## config.mk

```make
export PLATFORM = sky130hd
export DESIGN_NAME = mem_bank_arb_deco
export DESIGN_NICKNAME = d
export VERILOG_FILES = /design/src/rtl/mem_deco_pkg.sv /design/src/rtl/mem_onehot_deco.sv /design/src/rtl/mem_bank_arb_deco.sv
export SDC_FILE = /design/constraint.sdc
export NUM_CORES = 1
export LEC_CHECK = 0
export CAP_MARGIN = 20
export CORE_MARGIN = 10
export CORE_UTILIZATION = 41
export CTS_CLUSTER_DIAMETER = 50
export DETAILED_ROUTE_END_ITERATION = 10
export PLACE_DENSITY = 0.86
export SLEW_MARGIN = 15
export SYNTH_ARGS = -nofsm -noshare
export SYNTH_HDL_FRONTEND = slang
export SYNTH_SLANG_ARGS = --single-unit
```

## constraint.sdc

```tcl
create_clock -name clk -period 1.6 [get_ports clk]
set_input_delay 0.24 -clock clk [delete_from_list [all_inputs] [get_ports clk]]
set_output_delay 0.24 -clock clk [all_outputs]
set_load 0.1 [all_outputs]
```

## src/rtl/mem_deco_pkg.sv

```systemverilog
// Shared types and sizing helpers for the banked dual-port memory decoder.
// The default geometry is 8-bit addresses over 4 banks.
package mem_deco_pkg;

    localparam int DEF_ADDR_W = 8;
    localparam int DEF_BANK_W = 2;
    localparam int NUM_BANKS  = 2 ** DEF_BANK_W;
    localparam int ROW_W      = DEF_ADDR_W - DEF_BANK_W;

    typedef logic [DEF_BANK_W-1:0] bank_idx_t;

    typedef enum logic {
        PRIO_A = 1'b0,
        PRIO_B = 1'b1
    } prio_e;

    function automatic int num_banks(input int bank_w);
        return 1 << bank_w;
    endfunction

endpackage

```

## src/rtl/mem_onehot_deco.sv

```systemverilog
// Bank index to one-hot select decoder. When en is low the output is all zero,
// which downstream logic treats as the idle value.
module mem_onehot_deco
    import mem_deco_pkg::*;
#(
    parameter int BANK_W = 2
) (
    input  logic [BANK_W-1:0]            idx,
    input  logic                         en,
    output logic [num_banks(BANK_W)-1:0] sel
);

    always_comb begin
        sel = '0;
        if (en) begin
            sel[idx] = 1'b1;
        end
    end

endmodule

```

## src/rtl/mem_bank_arb_deco.sv

```systemverilog
// Dual-port bank decoder with round-robin arbitration of same-bank write conflicts.
// Grants are combinational; selects, rows, write enables and the counter are registered.
module mem_bank_arb_deco
    import mem_deco_pkg::*;
#(
    parameter int ADDR_W = 8,
    parameter int BANK_W = 2,
    parameter int CNT_W  = 8
) (
    input  logic                         clk,
    input  logic                         rst,
    input  logic                         a_req,
    input  logic                         a_we,
    input  logic [ADDR_W-1:0]            a_addr,
    input  logic                         b_req,
    input  logic                         b_we,
    input  logic [ADDR_W-1:0]            b_addr,
    output logic                         a_gnt,
    output logic                         b_gnt,
    output logic [num_banks(BANK_W)-1:0] a_bank_sel,
    output logic [num_banks(BANK_W)-1:0] b_bank_sel,
    output logic [ADDR_W-BANK_W-1:0]     a_row,
    output logic [ADDR_W-BANK_W-1:0]     b_row,
    output logic                         a_we_q,
    output logic                         b_we_q,
    output logic                         prio_b,
    output logic [CNT_W-1:0]             conflict_cnt
);

    localparam int N_BANKS  = num_banks(BANK_W);
    localparam int ROW_BITS = ADDR_W - BANK_W;

    logic [BANK_W-1:0]   a_bank, b_bank;
    logic                conflict;
    logic [N_BANKS-1:0]  a_sel_d, b_sel_d;
    logic [N_BANKS-1:0]  a_sel_q, b_sel_q;
    logic [ROW_BITS-1:0] a_row_d, b_row_d;
    logic [ROW_BITS-1:0] a_row_q, b_row_q;
    logic                a_we_d, b_we_d;
    logic                a_we_r, b_we_r;
    prio_e               prio_d, prio_q;
    logic [CNT_W-1:0]    cnt_d, cnt_q;

    assign a_bank = a_addr[ADDR_W-1 -: BANK_W];
    assign b_bank = b_addr[ADDR_W-1 -: BANK_W];

    // Same-bank read/read is harmless; only a write on either side collides.
    assign conflict = a_req & b_req & (a_bank == b_bank) & (a_we | b_we);

    assign a_gnt = a_req & (~conflict | (prio_q == PRIO_A));
    assign b_gnt = b_req & (~conflict | (prio_q == PRIO_B));

    mem_onehot_deco #(.BANK_W(BANK_W)) u_deco_a (
        .idx (a_bank),
        .en  (a_gnt),
        .sel (a_sel_d)
    );

    mem_onehot_deco #(.BANK_W(BANK_W)) u_deco_b (
        .idx (b_bank),
        .en  (b_gnt),
        .sel (b_sel_d)
    );

    always_comb begin
        a_row_d = a_gnt ? a_addr[ROW_BITS-1:0] : a_row_q;
        b_row_d = b_gnt ? b_addr[ROW_BITS-1:0] : b_row_q;
        a_we_d  = a_gnt & a_we;
        b_we_d  = b_gnt & b_we;
        prio_d  = prio_q;
        if (conflict) begin
            prio_d = (prio_q == PRIO_A) ? PRIO_B : PRIO_A;
        end
        cnt_d = cnt_q;
        if (conflict && (cnt_q != {CNT_W{1'b1}})) begin
            cnt_d = cnt_q + CNT_W'(1);
        end
    end

    always_ff @(posedge clk or posedge rst) begin
        if (rst) begin
            a_sel_q <= '0;
            b_sel_q <= '0;
            a_row_q <= '0;
            b_row_q <= '0;
            a_we_r  <= 1'b0;
            b_we_r  <= 1'b0;
            prio_q  <= PRIO_A;
            cnt_q   <= '0;
        end else begin
            a_sel_q <= a_sel_d;
            b_sel_q <= b_sel_d;
            a_row_q <= a_row_d;
            b_row_q <= b_row_d;
            a_we_r  <= a_we_d;
            b_we_r  <= b_we_d;
            prio_q  <= prio_d;
            cnt_q   <= cnt_d;
        end
    end

    assign a_bank_sel   = a_sel_q;
    assign b_bank_sel   = b_sel_q;
    assign a_row        = a_row_q;
    assign b_row        = b_row_q;
    assign a_we_q       = a_we_r;
    assign b_we_q       = b_we_r;
    assign prio_b       = (prio_q == PRIO_B);
    assign conflict_cnt = cnt_q;

endmodule

```

Yosys cells after proc, flatten, opt, wreduce, memory -nomap -nowiden
Index checks and enable logic that the tools add are counted.
{ "op_classes": {"n_reduce_logical": 3, "n_bitwise": 12, "order_cmp": 4, "add_sub_neg": 1, "n_eq_ne": 2, "n_mux": 7} }
{ "op_table": {"columns": ["cell", "n"], "rows": [
  ["adder 8 x 1 -> 8 bit (second input constant)", 1],
  ["two-way mux 4 bit", 2],
  ["inequality test 8 bit (second input constant)", 1],
  ["AND 1 bit", 7],
  ["less-than comparator 2 x 3 -> 1 bit (second input constant)", 2],
  ["demux 1 bit (select 2 bit)", 2],
  [">= comparator 2 x 1 -> 1 bit (second input constant)", 2],
  ["logical AND 1 bit", 3],
  ["two-way mux 1 bit", 3],
  ["OR 1 bit", 3],
  ["equality test 2 bit", 1],
  ["NOT 1 bit", 2]
]} }
{ "totals": {"register_bits": 31, "inputBits": 22} }

Depth between registers and ports, before layout
Gate-level depths: netlist of the first run.
{ "depth": {"ltp_word": 7, "ltp_mapped": 5, "ltp_nobuf": 5} }

Hierarchy
A second synthesis of the first run with hierarchy kept.
{ "hier_totals": {"cells_unflattened": 95, "hier_area_um2": 1303.8} }
{ "modules_own_cells": {"columns": ["module", "area_per_inst_um2", "seq_area_each_um2", "cells_per_inst", "instances"], "rows": [
  ["mem_bank_arb_deco", 1228.7, 775.7, 87, 1],
  ["mem_onehot_deco", 37.5, 0.0, 4, 2]
]} }

Worst setup path before layout of the first run
No wires, ideal clock.
{ "synth_path": {"path_kind": "reg2reg", "start": "register prio_q, in the netlist prio_b", "end": "register b_row_q[2], in the netlist b_row[2]", "n_path_buf": 0, "arrival_ps": 2043, "period_less_slack_ps": 2168, "path_stages_with_launch": 5, "slack_ps": -568, "path_cell_list": "dfrtp_1 > nand3b_1 > o21ai_2 > inv_2 > mux2_2"} }
{ "synth_between": {"elab_chain_len": 2} }
{ "synth_lines": {"columns": ["item", "line_no", "source"], "rows": [
  ["start: declaration", "mem_bank_arb_deco.sv:41", "prio_e prio_d, prio_q;"],
  ["start signal: assignment", "mem_bank_arb_deco.sv:97", "prio_q <= prio_d;"],
  ["OR 1 bit", "mem_bank_arb_deco.sv:51", "assign b_gnt = b_req & (~conflict | (prio_q == PRIO_B));"],
  ["AND 1 bit", "mem_bank_arb_deco.sv:51", null],
  ["via b_gnt", "mem_bank_arb_deco.sv:19", "output logic b_gnt,"],
  ["end signal: assignment", "mem_bank_arb_deco.sv:94", "b_row_q <= b_row_d;"],
  ["end: declaration", "mem_bank_arb_deco.sv:38", "logic [ROW_BITS-1:0] a_row_q, b_row_q;"]
]} }
The timed path passes the listed nets, and every way through them passes these cells.
A chain may end at the register's enable or synchronous reset.

Worst setup path in the final report of the first run
{ "layout_path": {"start": "register prio_q, in the netlist prio_b", "end": "output b_gnt"} }
{ "layout_between": {"elab_chain_len": 2} }
{ "layout_lines": {"columns": ["item", "line_no"], "rows": [
  ["OR 1 bit", "mem_bank_arb_deco.sv:51"],
  ["AND 1 bit", "mem_bank_arb_deco.sv:51"],
  ["end: declaration", "mem_bank_arb_deco.sv:19"]
]} }
No other way between the ends.

==> impl_results.md, run 1 <==
- Synth Warn #: 0
- Synth Instances: 92
- Worst path required time: 1.36 ns
- Max_cap viols: 0
- Maximum vdd drop: 1660 uV
- Mapped Nets: 115
- Antenna Nets Post-Route: 0
- CORE AREA: 3003 sq um
- CTS tree: built
- Skew final: 0.009307 ns
- Via count: 1063
- Final hold violations: 0
- Sink Count: 31
- H-Tree Depth: 2
- CTS Hold Bufs: 0
- CP max FO: 2
- Worst-path clk slew: 0.10 ns
- DRC Markers: 0
- Crit Path Class: register to primary output
- First-pass GRT wire length: 6630 microns
- Largest area contributor in the netlist: dfrtp_1
- # diodes: 0
- Syn_area_per_cell: 13.82 sq um
- RSZ-0062 raised after global routing: true
- Die Ht: 75.68 microns
- Slew @ Worst Pin: 0.2775 ns
- P_leak: 1.102 nW
- Startpoint Class: register
- Slew HR: 81.50%
- Fmax: 581.1 MHz
- Clock latency on the worst-skew pair: 0.34 ns
- Share of layout cells above drive strength 1: 54.07%
- Overall Global Routing Usage: 16.24%
- Synth top area share: 61.02%
- Most frequent cells in the layout: buf_12, dfrtp_1, buf_4
- Netlist cell types: 29
- # IOs: 55
- Final WS setup: -0.1207 ns
- Die W: 75.68 microns
- Mapped cell area: 1271 sq um
- Clock root cell: clkbuf_4
- Cell Pwr Density: 1319 nW/um^2
- Fin. max-slew vios: 0
- # setup viols final: 2
- Yosys reg bits: 31
- Total power draw: 3.264 mW
- Clock tree buffer depth: 2
- CTS Buf Count: 5
- WL final: 4447 microns
- P&R area growth vs syn: 94.68%
- Critical Path End Type: primary output
- Starting Density: 42.33%
- Nets: 194
- Vias in the first global route: 1157
- Crit path DAT: 1.48 ns
- Worst hold path class: primary input to async pin
- # port buffers: 54
- Most common cell after layout, fill and taps aside: buf_12
- Die area: 5727 sq um
- TritonRoute pass-1 iters: 4
- Synth top area cells: dfrtp_1, mux2_2, xnor2_1, mux2_1, nor3b_1
- Routed WL per cell: 21.69 microns
- Setup slack after placement: -0.4019 ns
- GR Overflow Total: 0
- Tcrit/Tclk final: 107.5%
- Hpwl dp: 3119 microns
- Violated checks: negative setup slack
- Status: finished, violations left
- Largest net degree at the start of global routing: 21
- Min Tclk post-route: 1.721 ns
- Initial antenna violation count: 0
- FILL cells: 163
- Sequential area share after synthesis: 61.02%
- Routed vias/inst: 5.185
- Row cnt: 20
- 1st-iter DRT viols: 97
- Final Wtd Congestion: 0.7436
==> routing by layer <==
layer	wire length, microns	GRT usage [%]	part of all wire (%)
met4	46	4.948	1.0
met1	1628	16.85	37
met3	378	7.161	8.5
met2	2394	28.80	54
met5	0	0	0
==> path summary, 6_finish.rpt <==
check / slack, ns / cells after the start / startpoint / endpoint
min in group clk: 0.39 / 3 / a_addr[7] / a_bank_sel[0]
setup reg to reg: 0.02 / 5 / prio_b / b_row[0]
max in group asynchronous: 1.10 / 3 / rst / conflict_cnt[1]
setup / recovery: -0.12 / 4 / prio_b / b_gnt
hold reg to reg: 0.54 / 1 / conflict_cnt[7] / conflict_cnt[7]
hold / removal: 0.23 / 3 / rst / a_row[3]
==> report_power, final <==
part / total (mW) / leakage (nW) / internal (mW) / switching [mW]
registers: 1.07 / 0.379 / 0.915 / 0.151
logic: 1.68 / 0.684 / 0.624 / 1.05
clock network: 0.522 / 0.0386 / 0.258 / 0.263
total: 3.26 / 1.10 / 1.80 / 1.47
==> worst max-delay path, cell delays in order (launching register included) <==
cell and delay [ns]:
dfrtp_4 0.49, nand3b_1 0.21, o21ai_4 0.21, inv_6 0.05
buf_12 0.16
==> flip-flops by register name (all words and copies together), names as in the netlist <==
signal / count
a_row: 6
a_bank_sel: 4
b_bank_sel: 4
b_we_q: 1
a_we_q: 1
prio_b: 1
conflict_cnt: 8
b_row: 6
==> cell families (layout without fill, tap and decap cells) <==
kind of cell             Yosys count  after routing  share of synthesized area, %
AO/OA/AOI/OAI                      8              8                         4.330
XOR/XNOR                           7              7                         4.823
adder cells (fa/ha/maj)            1              1                        0.9841
buffers and inverters              4             84                         1.772
flip-flops                        31             31                         61.02
multiplexers                      14             14                         12.70
AND/OR/NAND/NOR                   27             27                         14.37
==> repair_timing <==
action,4_1_cts,5_1_grt
endpoints found under the setup margin,10,8
pin swaps,5,2
resized for setup,9,3
buffers inserted,4,2
==> final cells by class <==
| class | instances | area (sq um) | area share [%] |
|---|---|---|---|
| inverters | 3 | 21.27 | 0.8595 |
| flip-flops and latches | 31 | 799.5 | 32.31 |
| multi-input cells | 57 | 536.8 | 21.69 |
| repair buffers | 73 | 1007 | 40.70 |
| well taps | 33 | 41.29 | 1.668 |
| clock buffers | 8 | 68.82 | 2.781 |
==> through the flow <==
step	cells	util, %	area [sq um]	TNS [ns]	hold slack (ns)
after floorplan	92	-	1334	-0.2243	0.3098
after detailed placement	191	77.67	2332	-9.056	0.5279
after global placement	191	77.67	2332	-4.518	0.5168
after global routing	205	82.42	2475	-0.3739	0.2398
after CTS	203	81.50	2447	-0.2663	0.2306
final	205	82.42	2475	-0.2385	0.2338
==> Yosys cell counts, drive strengths merged <==
master  number
a21oi        3
a31oi        1
and2         3
and3         4
and4         2
buf          1
dfrtp       31
ha           1
inv          3
mux2        14
nand2        3
nand2b       1
nand3        2
nand3b       1
nand4        3
nor2         1
nor2b        1
nor3         2
nor3b        4
o2111a       1
o21ai        3
xnor2        6
xor2         1
No activity file was read; power rests on OpenSTA's default activity.
==> run 2, diff against run 1 <==
CORE_UTILIZATION = 46   (was 41)
DONT_BUFFER_PORTS = 1   (was unset)
PLACE_DENSITY = 0.69   (was 0.86)
==> run 2 against run 1 <==
The run still ends with negative setup slack left. Core utilization shrank 16 points. Cell count down 16%. Wire length fell by 35%. Worst hold slack got worse by 0.20 ns. Sequential share of layout area up 12 points. Global-route usage decreased by 4.7 points. Combinational power is 24% lower. Sequential power decreased by 8%. Non-clock buffer count is 31 lower. Critical path type unchanged. Largest power group unchanged. Highest routed layer unchanged.
==> impl_results.md, run 2 (synthesis gave the netlist of run 1 again) <==
- Cell Pwr Density: 1524 nW/um^2 (+16%)
- RSZ-0062 raised after global routing: true
- Routed WL per cell: 16.78 microns (-23%)
- First-pass GRT wire length: 4726 microns (-29%)
- DRC Markers: 0 (unchanged)
- CTS tree: built
- 1st-iter DRT viols: 41 (-58%)
- Violated checks: negative setup slack
- Critical Path Max Stage Delay: 0.48 ns (about the same)
- # setup viols final: 1 (-1)
- Overall Global Routing Usage: 11.54% (-4.7 points)
- Most common cell after layout, fill and taps aside: buf_4
- Final setup TNS: -0.05320 ns (+0.1853 ns)
- # port buffers: 0 (-100%)
- Antenna Nets Post-Route: 0 (unchanged)
- Starting Density: 46.91% (+4.6 points)
- Setup slack, reg-to-reg: 0.07 ns (+0.05 ns)
- Final Wtd Congestion: 0.6856 (-7.8%)
- Worst path required time: 1.36 ns (about the same)
- Share of layout cells above drive strength 1: 51.77% (-2.3 points)
- Die area: 5266 sq um (-8.0%)
- CP max-delay cell: dfrtp_4
- TritonRoute pass-1 iters: 4 (unchanged)
- Hpwl dp: 2263 microns (-27%)
- # IOs: 55 (unchanged)
- CTS Buf Count: 5 (unchanged)
- Final WS setup: -0.05320 ns (+0.06754 ns)
- Maximum vdd drop: 1066 uV (-36%)
- Largest net degree at the start of global routing: 32 (+52%)
- # diodes: 0 (unchanged)
- Sink Count: 31 (unchanged)
- GR Overflow Total: 0 (unchanged)
- FILL cells: 216 (+33%)
- Row cnt: 19 (-5.0%)
- Post-CTS resize count: 0 (-9)
- Die Ht: 72.57 microns (-4.1%)
- P&R area growth vs syn: 40.55%
- CP max FO: 3 (+1)
- H-Tree Depth: 2 (unchanged)
- Via count: 881 (-17%)
- Initial antenna violation count: 0 (unchanged)
- Startpoint Class: register
- CORE AREA: 2710 sq um (-9.7%)
- Final hold violations: 0 (unchanged)
- Routed vias/inst: 5.122 (-1.2%)
- Skew final: 0.009424 ns (+0.0001177 ns)
- Slew HR: 75.14% (-6.4 points)
- Worst hold path class: primary input to register
- Slew @ Worst Pin: 0.3728 ns (+0.09536 ns)
- Clock root cell: clkbuf_4
- Clock tree buffer depth: 2 (unchanged)
- Critical Path End Type: primary output
- WL final: 2887 microns (-35%)
- Core Util, Final: 65.93% (-16 points)
- Min Tclk post-route: 1.653 ns (-0.06754 ns)
- Worst-path clk slew: 0.10 ns (about the same)
- Fin. max-slew vios: 0 (unchanged)
- Die W: 72.57 microns (-4.1%)
- Total power draw: 2.723 mW (-17%)
- Vias in the first global route: 949 (-18%)
- Status: finished, violations left
- Cells along the critical path: nand3b_1 -> o21ai_4 -> inv_6 -> buf_12
- Fmax: 604.9 MHz (+4.1%)
- CP top delay family: flip-flops
- Tcrit/Tclk final: 103.3% (-4.2 points)
- Crit Path Class: register to primary output
- Max reg flops: 8 (unchanged)
- Worst Path Buf+Inv: 2 (unchanged)
- Crit path DAT: 1.41 ns (-0.07 ns)
- Clock latency on the worst-skew pair: 0.32 ns (-0.02 ns)
- Nets: 163 (-16%)
- P_leak: 0.8264 nW (-25%)
- Max_cap viols: 0 (unchanged)
- Most frequent cells in the layout: buf_4, dfrtp_1, mux2_2
run 2: changes by cell type in the layout (fill, tap and decap cells not counted), moves of 2 or more:
| cell | previous run | this run |
|---|---|---|
| clkdlybuf4s50_1 | 16 | 0 |
| dlygate4sd2_1 | 5 | 0 |
| dlygate4sd3_1 | 0 | 5 |
| buf_4 | 19 | 34 |
| xnor2_1 | 4 | 6 |
| buf_12 | 33 | 3 |
| xnor2_2 | 2 | 0 |
run 2: path summary, 6_finish.rpt:
check,start,end,cells past startpoint
max,prio_b,b_gnt,4
min,b_we,b_we_q,1
max reg2reg,prio_b,b_row[0],5
min reg2reg,b_row[1],b_row[1],1
max in group asynchronous,rst,conflict_cnt[0],3
min in group asynchronous,rst,b_row[4],3
run 2: worst register-to-register path, stage by stage, from the launching register on:
cell	delay (ns)
dfrtp_4	0.48
nand3b_1	0.20
o21ai_4	0.20
inv_6	0.05
buf_4	0.17
mux2_1	0.32
run 2: metal layers:
layer	vias up	global-route usage, %	wire length (microns)
li1	424	-	-
met1	413	12.01	1089
met2	39	17.05	1332
met3	5	8.299	423
met4	0	5.696	41
met5	-	0	0
run 2: where the power goes:
group,switching (mW),internal [mW]
logic,0.997,0.279
clock network,0.249,0.213
registers,0.0720,0.914
total,1.32,1.41
run 2: area by class of cell:
| class | count | area [sq um] | share of cell area, % |
|---|---|---|---|
| inverters | 3 | 21.27 | 1.190 |
| well taps | 31 | 38.79 | 2.171 |
| repair buffers | 42 | 365.4 | 20.45 |
| multi-input cells | 57 | 501.7 | 28.08 |
| flip-flops and latches | 31 | 799.5 | 44.75 |
| clock buffers | 7 | 55.05 | 3.081 |
| clock inverters | 1 | 5.005 | 0.2801 |
run 2: what timing repair did:
action,in CTS,in global routing
hold endpoints to repair,37,0
pin swaps,1,1
hold buffers,5,0
gates cloned,0,0
buffers inserted,2,0
setup endpoints to repair,2,4
run 2: metrics by stage:
stage               hold WS, ns  area [sq um]  std cells  setup WS, ns
detailed placement       0.2285          1662        157        0.1420
floorplan                0.3098          1334         92      -0.06287
CTS                     0.02233          1787        172       -0.1046
global placement         0.2270          1662        157        0.1798
finish                  0.03754          1787        172      -0.05320
global route            0.02655          1787        172       -0.1194
